===== config.mk =====
export PLATFORM = sky130hd
export DESIGN_NAME = fetch_sequencer
export DESIGN_NICKNAME = d
export VERILOG_FILES = /design/src/rtl/cpu_pkg.sv /design/src/rtl/pc_next_logic.sv /design/src/rtl/fetch_sequencer.sv
export SDC_FILE = /design/constraint.sdc
export NUM_CORES = 1
export LEC_CHECK = 0
export CORE_ASPECT_RATIO = 1.5
export CORE_MARGIN = 2
export CORE_UTILIZATION = 44
export CTS_CLUSTER_DIAMETER = 50
export CTS_CLUSTER_SIZE = 30
export DETAILED_ROUTE_END_ITERATION = 8
export PLACE_DENSITY_LB_ADDON = 0.1
export SYNTH_ARGS = -nofsm -noshare
export SYNTH_HDL_FRONTEND = slang
export SYNTH_SLANG_ARGS = --single-unit

===== constraint.sdc =====
create_clock -name clk -period 3.25 [get_ports clk]
set_input_delay 0.4875 -clock clk [delete_from_list [all_inputs] [get_ports clk]]
set_output_delay 0.4875 -clock clk [all_outputs]
set_load 0.02 [all_outputs]

===== src/rtl/cpu_pkg.sv =====
// Shared definitions for the 8-bit CPU: datapath widths, opcode encodings
// and the fetch sequencer state encoding.
package cpu_pkg;

  localparam int ADDR_W  = 8;
  localparam int INSTR_W = 8;
  localparam int IMM_W   = 5;
  localparam int OPC_W   = 3;

  localparam logic [OPC_W-1:0] OPC_NOP  = 3'b000;
  localparam logic [OPC_W-1:0] OPC_JMP  = 3'b100;
  localparam logic [OPC_W-1:0] OPC_HALT = 3'b111;

  typedef enum logic [1:0] {
    SEQ_IDLE  = 2'd0,
    SEQ_FETCH = 2'd1,
    SEQ_EXEC  = 2'd2,
    SEQ_HALT  = 2'd3
  } seq_state_e;

endpackage


===== src/rtl/pc_next_logic.sv =====
// Next-PC selection: sequential increment (wrapping) or a zero-extended
// jump immediate.
module pc_next_logic #(
  parameter int ADDR_W = 8,
  parameter int IMM_W  = 5
) (
  input  logic [ADDR_W-1:0] pc,
  input  logic [IMM_W-1:0]  imm,
  input  logic              jump,
  output logic [ADDR_W-1:0] next_pc
);

  // Jump targets are never sign-extended, so only the low 2^IMM_W addresses are reachable.
  always_comb begin
    if (jump) begin
      next_pc = {{(ADDR_W-IMM_W){1'b0}}, imm};
    end else begin
      next_pc = pc + ADDR_W'(1);
    end
  end

endmodule


===== src/rtl/fetch_sequencer.sv =====
// Fetch/sequence controller: owns the PC, runs the instruction-memory
// handshake and hands each instruction to execute until a HALT opcode.
module fetch_sequencer
  import cpu_pkg::*;
#(
  parameter int                 ADDR_W   = cpu_pkg::ADDR_W,
  parameter int                 INSTR_W  = cpu_pkg::INSTR_W,
  parameter int                 IMM_W    = cpu_pkg::IMM_W,
  parameter logic [OPC_W-1:0]   OPC_HALT = cpu_pkg::OPC_HALT,
  parameter logic [ADDR_W-1:0]  RESET_PC = '0
) (
  input  logic               clk,
  input  logic               rst,
  input  logic               start,
  output logic               mem_req,
  output logic [ADDR_W-1:0]  mem_addr,
  input  logic               mem_ack,
  input  logic [INSTR_W-1:0] mem_rdata,
  output logic [INSTR_W-1:0] instr,
  output logic               instr_valid,
  input  logic               exec_done,
  input  logic               exec_jump,
  output logic [ADDR_W-1:0]  pc,
  output logic               halted
);

  seq_state_e         state_q, state_d;
  logic [ADDR_W-1:0]  pc_q, pc_d;
  logic [INSTR_W-1:0] instr_q, instr_d;
  logic [ADDR_W-1:0]  nextPc;
  logic [OPC_W-1:0]   fetchedOpc;

  assign fetchedOpc = mem_rdata[INSTR_W-1 -: OPC_W];

  pc_next_logic #(
    .ADDR_W (ADDR_W),
    .IMM_W  (IMM_W)
  ) u_pc_next (
    .pc      (pc_q),
    .imm     (instr_q[IMM_W-1:0]),
    .jump    (exec_jump),
    .next_pc (nextPc)
  );

  // Each state only listens to its own handshake input; everything else is ignored.
  always_comb begin
    state_d = state_q;
    pc_d    = pc_q;
    instr_d = instr_q;
    case (state_q)
      SEQ_IDLE: begin
        if (start) state_d = SEQ_FETCH;
      end
      SEQ_FETCH: begin
        if (mem_ack) begin
          instr_d = mem_rdata;
          state_d = (fetchedOpc == OPC_HALT) ? SEQ_HALT : SEQ_EXEC;
        end
      end
      SEQ_EXEC: begin
        if (exec_done) begin
          pc_d    = nextPc;
          state_d = SEQ_FETCH;
        end
      end
      SEQ_HALT: begin
        state_d = SEQ_HALT;
      end
      default: begin
        state_d = SEQ_IDLE;
      end
    endcase
  end

  always_ff @(posedge clk) begin
    if (rst) begin
      state_q <= SEQ_IDLE;
      pc_q    <= RESET_PC;
      instr_q <= '0;
    end else begin
      state_q <= state_d;
      pc_q    <= pc_d;
      instr_q <= instr_d;
    end
  end

  // Handshake outputs decode straight from the registered state, so they hold steady during wait states.
  assign mem_req     = (state_q == SEQ_FETCH);
  assign instr_valid = (state_q == SEQ_EXEC);
  assign halted      = (state_q == SEQ_HALT);
  assign mem_addr    = pc_q;
  assign pc          = pc_q;
  assign instr       = instr_q;

endmodule


==> results.txt <==
----------------------------------------------------
[Timing]
  Hold violation count in the final report ... 0
  Max Clock Skew ... around 8.1 ps
  Minimum hold slack ... 516 ps
  Part of the cycle the worst path needs ... between 60 and 70%
  Final count of negative-setup-slack endpoints ... 0
  Setup TNS after final layout ... 0 ps
  Worst Max-Slew Pin Slew ... about 700 ps
  Worst slew margin relative to its limit ... between 50% and 60%
  Crit path time final ... between 2000 and 2500 ps
  Maximum achievable frequency ... roughly 0.48 GHz
  Number of slew-limit violations in the final report ... 0
  Unrepaired setup endpoints after global routing ... no

[Clock tree]
  Insertion delay to the later sink of the worst-skew pair ... approximately 300 ps
  Level count of the clock H-tree ... 1
  Post-CTS resize count ... 0
  Number of sinks driven by the clock tree ... 18
  Clock Path Buffers ... 2
  TritonCTS buffer count ... 3
  Clock-pin transition on the worst setup and hold timing paths ... approximately 100 ps
  Number of buffers inserted to repair setup after CTS ... 0
  Hold_buf cts ... 0
  Root Driver ... clkbuf_4
  CTS tree ... yes

[Synth]
  YS warnings ... 0
  Asr flop ratio synth ... 0%
  Xor-xnor portion of the synthesized cell area ... 0%
  Cell area after technology mapping ... 970 um^2
  Synthesized Nets ... roughly 120
  Synthesized area per cell ... roughly 8.9 um^2
  Largest family of logic cells by synthesized area ... simple AND/OR/NAND/NOR gates
  Top-count cell post-synth ... dfxtp_1
  Primary flip-flop cell chosen by synthesis mapping ... dfxtp_1
  Area share of the largest cell type after synthesis ... a little under two fifths
  Share of synthesized area spent on multiplexers ... between 10% and 20%
  Area share of and/or/nand/nor cells after synthesis ... 26.6%
  Number of enable-type register cells in the synthesized netlist ... 0
  Most used standard cells in the synthesized netlist ... dfxtp_1 (18), mux2i_1 (11), nor2_1 (10)
  Post-synth top area cell ... dfxtp_1
  Number of distinct library cell variants in the gate-level netlist after synthesis ... 33
  Leading post-synthesis cells by cell area ... dfxtp_1 (37%), mux2i_1 (11%), buf_4 (6.2%)
  Syn Inst Count ... approximately 110
  Register bit total from synthesis ... 18
  Synthesized-area fraction occupied by adder cells ... between 1 and 1.5%
  Post-synthesis sequential area ratio ... between 30% and 40%
  Complex-gate fraction of the synthesized area ... about an eighth

[Placement]
  Total of buffers placed on input and output ports ... 40
  Total instance count after detailed placement ... 156
  Area of placed instances ... 1300 um^2
  Final HPWL DP ... between 1000 and 1500 um
  Final GP Congestion ... just over 0.7

[Routing]
  Number of vias in the routed layout ... 871
  Routed met2 length ... around 980 um
  Met3 wire length ... between 80 and 90 um
  DRT met1 WL ... between 800 and 900 um
  Detail Route Antenna Nets ... 0
  Routed wirelength normalized by instance count ... roughly 12 um
  Initial DRC count ... 12
  Detailed Route WL ... 1990 um
  Number of design rule violations left after detail routing ... 0
  Routed via count divided by cell count ... ~5.4
  Topmost layer with routed signal wires ... met4
  Number of detailed-route iterations in the first pass ... 3

[Floorplan]
  Number of core rows ... 20
  Die Outline Area ... roughly 2600 um^2
  Die span in x ... 42.3 um
  Starting density of the core ... between 40% and 50%
  Num ports ... slightly above 40
  Core area ... about 2000 um^2
  Vert. Die Dim ... about 61 um

[Setup path]
  Critical Path Sink Type ... output pin
  Critical path launch point type ... register
  Required time worst endpoint ... about 2800 ps
  Category of the most critical setup path ... register to output pin
  Maximum net fanout on the critical path ... 10
  Critical-path top delay cell ... clkdlybuf4s50_1
  Crit path DAT ... around 1600 ps
  Cell-by-cell listing of the critical path ... and2_1 -> clkdlybuf4s50_1
  CP peak stage delay ... about 600 ps

[Global route]
  Total grt overflow ... 0
  Global Route Usage Sum ... 17.1%
  Initial antenna violation count ... 0
  Wire length of the first global-routing pass ... between 3000 and 4000 um
  Via count of the first global-routing pass ... between 800 and 900
  Maximum number of pins on one net before global-route repair ... 22

[Final layout]
  Post-layout utilization of the core ... between 60% and 70%
  Signed area change from the synthesized netlist to the final layout ... 37.9%
  ANT cells ... 0
  Final instance area ... around 1300 um^2
  Final Non-Filler Cells ... 160
  Fraction of final layout cells with drive strength greater than 1 ... ~5.8%
  Nets@finish ... ~150

[Pwr]
  Power density over cell area ... 342 nW/um^2
  Worst IR Drop VDD ... between 200 and 300 uV
  Total leakage power ... approximately 0.52 nW

[Run status]
  Result of the run ... complete, no violations

[Min path]
  Class of the tightest hold or removal check ... register to register

[Flow run]
  Max-capacitance violation count ... 0

----------------------------------------------------
[registers in the layout, summed over array words and instances (netlist names)]
name	cells
instr	8
mem_addr	8
state_q	2
[cell families after synthesis]
logic type               after synthesis
AND/OR/NAND/NOR                       43
AO/OA/AOI/OAI                         19
flip-flops                            18
buffers and inverters                 17
multiplexers                          11
adder cells (fa/ha/maj)                1
[placed cells by master, fill, tap and decap left out, types with 2 or more instances in the layout]
cell type,synthesis,routed
a211oi_1,2,2
a21oi_1,2,2
a31oi_1,4,4
and2_1,2,2
clkbuf_4,0,3
clkdlybuf4s50_1,0,40
dfxtp_1,18,18
inv_1,2,2
mux2i_1,11,11
nand2_1,5,5
nand3_1,5,5
nand3b_1,3,3
nor2_1,10,10
nor2b_1,4,4
nor3_1,3,3
o21ai_0,7,7
o31a_1,2,2
or3b_1,2,2
[routing by layer]
metal | track usage [%] | up-vias
met4 | 11.6 | 0
met2 | 30.1 | 28
li1 | - | 435
met5 | 0 | -
met1 | 19.7 | 403
met3 | 1.76 | 5
[worst paths after layout]
kind	start	end	slack, ps	cells after the start
setup reg to reg	state_q[1]$_SDFFE_PP0P_	mem_addr[5]$_SDFFE_PP0P_	1710	3
setup / recovery	state_q[1]$_SDFFE_PP0P_	halted	1160	2
hold reg to reg	instr[7]$_SDFFE_PP0P_	instr[7]$_SDFFE_PP0P_	520	2
hold / removal	instr[7]$_SDFFE_PP0P_	instr[7]$_SDFFE_PP0P_	520	2
[final cells by class]
type,instances,area [um^2]
fill,195,714
multi-input combinational,74,505
timing repair buffer,40,400
sequential,18,360
clock buffer,4,36.3
tap,22,27.5
inverter,2,7.51
[power by group]
group	internal, W	switching, W	total, W	leakage (nW)
Clock	0.0000684	0.0000739	0.000142	0.0210
Sequential	0.000228	0.00000916	0.000237	0.146
Combinational	0.0000435	0.0000345	0.0000780	0.355
[through the flow]
step / power (W) / setup slack (ps)
3_5_place_dp: 0.000321 / 1130
3_3_place_gp: 0.000319 / 1200
4_1_cts: 0.000461 / 1150
2_1_floorplan: 0.000286 / 1720
5_1_grt: 0.000478 / 1060
6_report: 0.000457 / 1160
[worst max-delay path, delay by kind of cell, from the launching register on]
family	cells	cell delay [ps]
and+or+nand+nor	1	180
buffers and inverters	1	600
DFF	1	520
Power figures use the tool's default switching activity.
